==> src/rtl/npu_layer_sequencer.sv <==
// npu_layer_sequencer: runs one NPU layer pass. It loads the A buffer from RAM,
// kicks the systolic MAC, Leaky ReLU and normalization stages in turn, then
// writes the N x N result matrix back to RAM.
// Build option: define NPU_SEQ_WATCHDOG_EN to add a per-stage timeout watchdog
// that aborts a hung stage into ERROR and raises the sticky err flag.
module npu_layer_sequencer #(
  parameter int N        = 10,
  parameter int DW       = 16,
  parameter int AW       = 16,
  parameter int SRC_BASE = 0,
  parameter int DST_BASE = 100,
  parameter int TIMEOUT  = 1024
) (
  input  logic          clk,
  input  logic          rst,
  input  logic          start,
  input  logic          abort,
  output logic          busy,
  output logic          done,
  output logic          err,
  output logic [AW-1:0] ram_addr,
  output logic          ram_rd_en,
  input  logic [DW-1:0] ram_rdata,
  output logic          ram_wr_en,
  output logic [DW-1:0] ram_wdata,
  output logic          ld_valid,
  output logic [3:0]    ld_row,
  output logic [3:0]    ld_col,
  output logic [DW-1:0] ld_data,
  output logic          sa_start,
  output logic          relu_start,
  output logic          norm_start,
  input  logic          sa_done,
  input  logic          relu_done,
  input  logic          norm_done,
  output logic [3:0]    res_row,
  output logic [3:0]    res_col,
  input  logic [DW-1:0] res_data
);

  localparam int              NN       = N * N;
  localparam int              KW       = $clog2(NN + 1);
  localparam logic [KW-1:0]   K_LAST   = KW'(NN - 1);
  localparam logic [3:0]      COL_LAST = 4'(N - 1);
  localparam logic [AW-1:0]   SRC_A    = AW'(SRC_BASE);
  localparam logic [AW-1:0]   DST_A    = AW'(DST_BASE);

  typedef enum logic [3:0] {
    S_IDLE, S_LOAD, S_LOAD_DRAIN, S_MAC, S_RELU, S_NORM, S_STORE, S_DONE, S_ERROR
  } state_t;

  state_t        state_q;
  logic          start_q;
  logic          req;
  logic [KW-1:0] k_q;
  logic [3:0]    row_q, col_q;
  logic          busy_q, done_q, rd_en_q, wr_en_q, ld_valid_q;
  logic          sa_start_q, relu_start_q, norm_start_q;
  logic [AW-1:0] addr_q;
  logic [DW-1:0] wdata_q;
  logic [3:0]    ld_row_q, ld_col_q;
  logic          stage_done;
  logic [KW-1:0] k_inc;
  logic [3:0]    row_inc, col_inc;

`ifdef NPU_SEQ_WATCHDOG_EN
  localparam int            CW      = $clog2(TIMEOUT + 1);
  localparam logic [CW-1:0] WD_LAST = CW'(TIMEOUT - 1);
  logic [CW-1:0] wd_q;
  logic          err_q;
  assign err = err_q;
`else
  assign err = 1'b0;
`endif

  // Only the rising edge of the start button requests a pass.
  assign req = start & ~start_q;

  // Stage completion, masked in the cycle the stage start pulse is out.
  always_comb begin
    stage_done = 1'b0;
    case (state_q)
      S_MAC:   stage_done = sa_done   & ~sa_start_q;
      S_RELU:  stage_done = relu_done & ~relu_start_q;
      S_NORM:  stage_done = norm_done & ~norm_start_q;
      default: stage_done = 1'b0;
    endcase
  end

  // Next linear index and its row/column, shared by LOAD and STORE.
  always_comb begin
    k_inc = k_q + KW'(1);
    if (col_q == COL_LAST) begin
      col_inc = 4'd0;
      row_inc = row_q + 4'd1;
    end else begin
      col_inc = col_q + 4'd1;
      row_inc = row_q;
    end
  end

  // Sequencer FSM; every output except res_row/res_col comes from a register.
  always_ff @(posedge clk or posedge rst) begin
    if (rst) begin
      state_q      <= S_IDLE;
      start_q      <= 1'b0;
      k_q          <= '0;
      row_q        <= '0;
      col_q        <= '0;
      busy_q       <= 1'b0;
      done_q       <= 1'b0;
      rd_en_q      <= 1'b0;
      wr_en_q      <= 1'b0;
      ld_valid_q   <= 1'b0;
      sa_start_q   <= 1'b0;
      relu_start_q <= 1'b0;
      norm_start_q <= 1'b0;
      addr_q       <= '0;
      wdata_q      <= '0;
      ld_row_q     <= '0;
      ld_col_q     <= '0;
`ifdef NPU_SEQ_WATCHDOG_EN
      wd_q         <= '0;
      err_q        <= 1'b0;
`endif
    end else begin
      start_q      <= start;
      done_q       <= 1'b0;
      rd_en_q      <= 1'b0;
      wr_en_q      <= 1'b0;
      ld_valid_q   <= 1'b0;
      sa_start_q   <= 1'b0;
      relu_start_q <= 1'b0;
      norm_start_q <= 1'b0;
      if (abort && state_q != S_IDLE) begin
        // Abort beats any stage done; strobes drop through the defaults above.
        state_q <= S_IDLE;
        busy_q  <= 1'b0;
      end else begin
        case (state_q)
          S_IDLE: begin
            if (req) begin
              state_q <= S_LOAD;
              busy_q  <= 1'b1;
              k_q     <= '0;
              row_q   <= '0;
              col_q   <= '0;
              rd_en_q <= 1'b1;
              addr_q  <= SRC_A;
`ifdef NPU_SEQ_WATCHDOG_EN
              err_q   <= 1'b0;
`endif
            end
          end
          S_LOAD: begin
            // The read issued now returns next cycle, alongside its ld_* tag.
            ld_valid_q <= 1'b1;
            ld_row_q   <= row_q;
            ld_col_q   <= col_q;
            if (k_q == K_LAST) begin
              state_q <= S_LOAD_DRAIN;
            end else begin
              k_q     <= k_inc;
              row_q   <= row_inc;
              col_q   <= col_inc;
              rd_en_q <= 1'b1;
              addr_q  <= SRC_A + AW'(k_inc);
            end
          end
          S_LOAD_DRAIN: begin
            state_q    <= S_MAC;
            sa_start_q <= 1'b1;
`ifdef NPU_SEQ_WATCHDOG_EN
            wd_q       <= '0;
`endif
          end
          S_MAC, S_RELU, S_NORM: begin
            if (stage_done) begin
`ifdef NPU_SEQ_WATCHDOG_EN
              wd_q <= '0;
`endif
              if (state_q == S_MAC) begin
                state_q      <= S_RELU;
                relu_start_q <= 1'b1;
              end else if (state_q == S_RELU) begin
                state_q      <= S_NORM;
                norm_start_q <= 1'b1;
              end else begin
                state_q <= S_STORE;
                k_q     <= '0;
                row_q   <= '0;
                col_q   <= '0;
              end
            end
`ifdef NPU_SEQ_WATCHDOG_EN
            else if (wd_q == WD_LAST) begin
              state_q <= S_ERROR;
              err_q   <= 1'b1;
            end else begin
              wd_q <= wd_q + CW'(1);
            end
`endif
          end
          S_STORE: begin
            // res_data answers the current res_row/res_col in this same cycle.
            wr_en_q <= 1'b1;
            addr_q  <= DST_A + AW'(k_q);
            wdata_q <= res_data;
            if (k_q == K_LAST) begin
              state_q <= S_DONE;
            end else begin
              k_q   <= k_inc;
              row_q <= row_inc;
              col_q <= col_inc;
            end
          end
          S_DONE: begin
            // The last write is on the bus this cycle; done follows it.
            done_q  <= 1'b1;
            busy_q  <= 1'b0;
            state_q <= S_IDLE;
          end
          S_ERROR: begin
            busy_q  <= 1'b0;
            state_q <= S_IDLE;
          end
          default: begin
            busy_q  <= 1'b0;
            state_q <= S_IDLE;
          end
        endcase
      end
    end
  end

  assign busy       = busy_q;
  assign done       = done_q;
  assign ram_addr   = addr_q;
  assign ram_rd_en  = rd_en_q;
  assign ram_wr_en  = wr_en_q;
  assign ram_wdata  = wdata_q;
  assign ld_valid   = ld_valid_q;
  assign ld_row     = ld_row_q;
  assign ld_col     = ld_col_q;
  // ram_rdata is the RAM's own output register; gating keeps ld_data 0 when idle.
  assign ld_data    = ld_valid_q ? ram_rdata : '0;
  assign sa_start   = sa_start_q;
  assign relu_start = relu_start_q;
  assign norm_start = norm_start_q;
  assign res_row    = row_q;
  assign res_col    = col_q;

endmodule

==> config.mk <==
export PLATFORM = sky130hd
export DESIGN_NAME = npu_layer_sequencer
export DESIGN_NICKNAME = d
export VERILOG_FILES = /design/src/rtl/npu_layer_sequencer.sv
export SDC_FILE = /design/constraint.sdc
export NUM_CORES = 1
export LEC_CHECK = 0
export CAP_MARGIN = 40
export CORE_UTILIZATION = 49
export DETAILED_ROUTE_END_ITERATION = 10
export GPL_TIMING_DRIVEN = 0
export HOLD_SLACK_MARGIN = 0.05
export PLACE_DENSITY = 0.87
export SYNTH_ARGS = -nofsm -noshare
export SYNTH_HDL_FRONTEND = slang
export SYNTH_SLANG_ARGS = --single-unit
==> constraint.sdc <==
create_clock -name clk -period 5.15 [get_ports clk]
set_clock_uncertainty 0.15 [all_clocks]
set_input_delay 1.2875 -clock clk [delete_from_list [all_inputs] [get_ports clk]]
set_output_delay 1.2875 -clock clk [all_outputs]
set_load 0.01 [all_outputs]
==> results.cfg <==
[status]
status = complete, no violations

[routing]
vias = 2958
wl_um = 8030
first_pass_iters = 4
viasPerCell = 5.36
wl_per_cell_um = 14.6
drc_errors = 0
drt_iter0_markers = 187
ant_nets = 0

[clock_tree]
h-tree-depth = 3
cts_max_path_buffers = 2
clkTransAtPathRegs_ns = 0.07
hold_buffers = 0
cts_tree = yes
post_cts_buffers = 0
cts.root.buffer_cell = clkbuf_8
numCtsBuffers = 9
clock_latency_ns = 0.34
cts_resized = 0
clock-sinks = 59

[setup_path]
crit_path_end_kind = output pin
path_cells = clkdlybuf4s50_1 -> and2_1 -> clkdlybuf4s50_1
start_kind = primary input
r2r_slack_ns = 2.57
crit_top_cell = clkdlybuf4s50_1
arrival_ns = 2.38
crit_required_ns = 3.71
crit_family = buffers and inverters
critPathMaxFanout = 1
critPathLaunch = ram_rdata[0]
crit_buf_inv = 2
cpPeakStageDelay_ns = 0.53
crit_type = in2out
slowest_stage = clkdlybuf4s50_1
timing.rr.start = state_q[0]

[die]
die_w_um = 81.8
boundaryPins = 112
dieArea_um2 = 6690
initial_core_util_pct = 51.7
chipHeight_um = 81.8
core_region_area_um2 = 6030
fp-row-count = 28

[synthesis]
synth_area_leaders = dfrtp_1 (47%), nand2_1 (11%), o21ai_0 (4.2%), ha_1 (4.0%), and2_1 (3.8%)
synth_mux_area_share_pct = 0.321
synthFlopType = dfrtp_1
async_reset_ff_share_pct = 100
ys_seq_area_share_pct = 47.4
synth_area_leader_cell = dfrtp_1
synthSimpleGateAreaFrac_pct = 25.3
synth_top_family_by_area = simple AND/OR/NAND/NOR gates
synth_area_um2 = 3120
ys_types = 50
synth_compound_area_share_pct = 14.6
synth_cells = 350
synthAdderAreaFrac_pct = 4.01
yosys_warnings = 0
synth_edf_count = 0
netlist.area_leader.share_pct = 47.4
synth_xor_area_share_pct = 1.12
yosys_register_bits = 59
avgSynthCellArea_um2 = 8.91

[sta]
timing.fmax_mhz = 262
report.final.slew_viol_count = 0
slew_headroom_pct = 66.1
tightest_slew_ns = 0.508
finalSetupViolCount = 0
rsz0062_at_grt = false
hold_violations = 0
fin_crit_sh_pct = 74.2
period_needed_ns = 3.82
finalSetupTns_ns = 0

[grt]
antenna_found_initial = 0
overflow = 0
grt_pass1_vias = 2747
grt_pass1_wl_um = 12600
grt_use_total_pct = 25.0
grt_max_degree = 31

[layout]
drive_above_1_share_pct = 9.01
area.growth.synth_to_final_pct = 45.2
final_nets = 522
antennaDiodeCount = 0

[place]
io_buffers = 102
gp_congestion = 0.901
post-dp-hpwl_um = 5940

[pwr]
worst_ir_drop_vdd_uv = 329
leakagePower_nw = 2.12
power_w = 0.00192
power_density_nw_per_um2 = 425

[min_path]
min_from = ld_col[2]
holdCritPathClass = reg2reg

[run]
cap_violations = 0
[flip-flops by register name, summed over array words and instances (netlist names)]
signal and flops:
busy 1, done 1, k_q 7, ld_col 4, ld_row 4, ld_valid 1, norm_start 1, ram_addr 8
ram_rd_en 1, ram_wdata 16, ram_wr_en 1, relu_start 1, res_col 4, res_row 4, sa_start 1, start_q 1
state_q 3
[per-layer routing]
metal / vias up / wire length [um] / GRT usage (%)
li1: 1404 / - / -
met1: 1413 / 3240 / 30.6
met2: 119 / 4020 / 41.0
met3: 22 / 581 / 6.11
met4: 0 / 187 / 12.8
met5: - / 0 / 0
[where the power goes]
part	internal [W]	switching [W]	leakage, nW
logic	0.000382	0.000436	1.20
registers	0.000552	0.0000723	0.806
clock network	0.000296	0.000184	0.115
total	0.00123	0.000692	2.12
[worst min-delay path, delay by kind of cell, from the launching register on]
family | cells | cell delay, ns
DFF | 1 | 0.34
and+or+nand+nor | 2 | 0.11
[cells by family (layout without fill, tap and decap cells)]
| logic type | after synthesis | count (layout) |
|---|---|---|
| XOR/XNOR | 4 | 4 |
| AND/OR/NAND/NOR | 166 | 166 |
| buffers and inverters | 42 | 161 |
| other | 1 | 9 |
| AO/OA/AOI/OAI | 67 | 67 |
| flip-flops | 59 | 59 |
| multiplexers | 1 | 1 |
| adder cells (fa/ha/maj) | 10 | 10 |
[final timing paths]
| kind | endpoint | depth (start not counted) |
|---|---|---|
| worst max-delay path | ld_data[0] | 3 |
| worst min-delay path | ld_col[2] | 2 |
| worst max register to register | ram_rd_en | 9 |
| worst min register to register | ld_col[2] | 2 |
| max in group asynchronous | ram_rd_en | 3 |
| min in group asynchronous | ram_wdata[11] | 3 |
[cell usage after synthesis (all sizes together), types with 3 or more instances]
cell type / instances
o211ai: 3
and3: 4
buf: 18
clkbuf: 9
a22oi: 3
nor2b: 5
nor2: 9
xor2: 3
o31ai: 7
inv: 13
nand2: 95
dfrtp: 59
o21ai: 29
nor3: 3
nand2b: 6
and2: 19
ha: 10
a21oi: 8
nand3: 10
a31oi: 3
[per-stage QoR]
| step | cells | instance area (um^2) | utilization, % | worst slack [ns] | hold slack [ns] |
|---|---|---|---|---|---|
| floorplan | 358 | 3150 | - | 2.26 | 0.354 |
| global placement | 535 | 4260 | 70.7 | 1.26 | 0.308 |
| detailed placement | 537 | 4300 | 71.4 | 1.32 | 0.313 |
| CTS | 552 | 4530 | 75.1 | 1.32 | 0.331 |
| global route | 552 | 4530 | 75.1 | 1.27 | 0.343 |
| finish | 552 | 4530 | 75.1 | 1.33 | 0.329 |
[area by class of cell]
cell class / instances / area (um^2)
fillers: 435 / 1500
flip-flops and latches: 59 / 1480
multi-input cells: 257 / 1450
repair buffers: 104 / 1060
plain buffers: 27 / 168
clock buffers: 11 / 151
well taps: 75 / 93.8
clock inverters: 4 / 73.8
inverters: 15 / 56.3
[cell usage in the layout, fill, tap and decap left out, drive strengths merged, types with 3 or more instances in the layout]
cell / netlist / final
nand2: 95 / 95
a21oi: 8 / 8
nand3: 10 / 10
nand2b: 6 / 6
nor2b: 5 / 5
and2: 19 / 19
clkinv: 2 / 4
buf: 18 / 20
clkdlybuf4s50: 0 / 102
a31oi: 3 / 3
xor2: 3 / 3
nor3: 3 / 3
a22oi: 3 / 3
clkbuf: 9 / 20
inv: 13 / 13
and3: 4 / 4
o31ai: 7 / 7
o21ai: 29 / 29
conb: 1 / 9
dfrtp: 59 / 59
ha: 10 / 10
o211ai: 3 / 3
nor2: 9 / 9
Note: power is estimated with default switching activity, not from simulation.
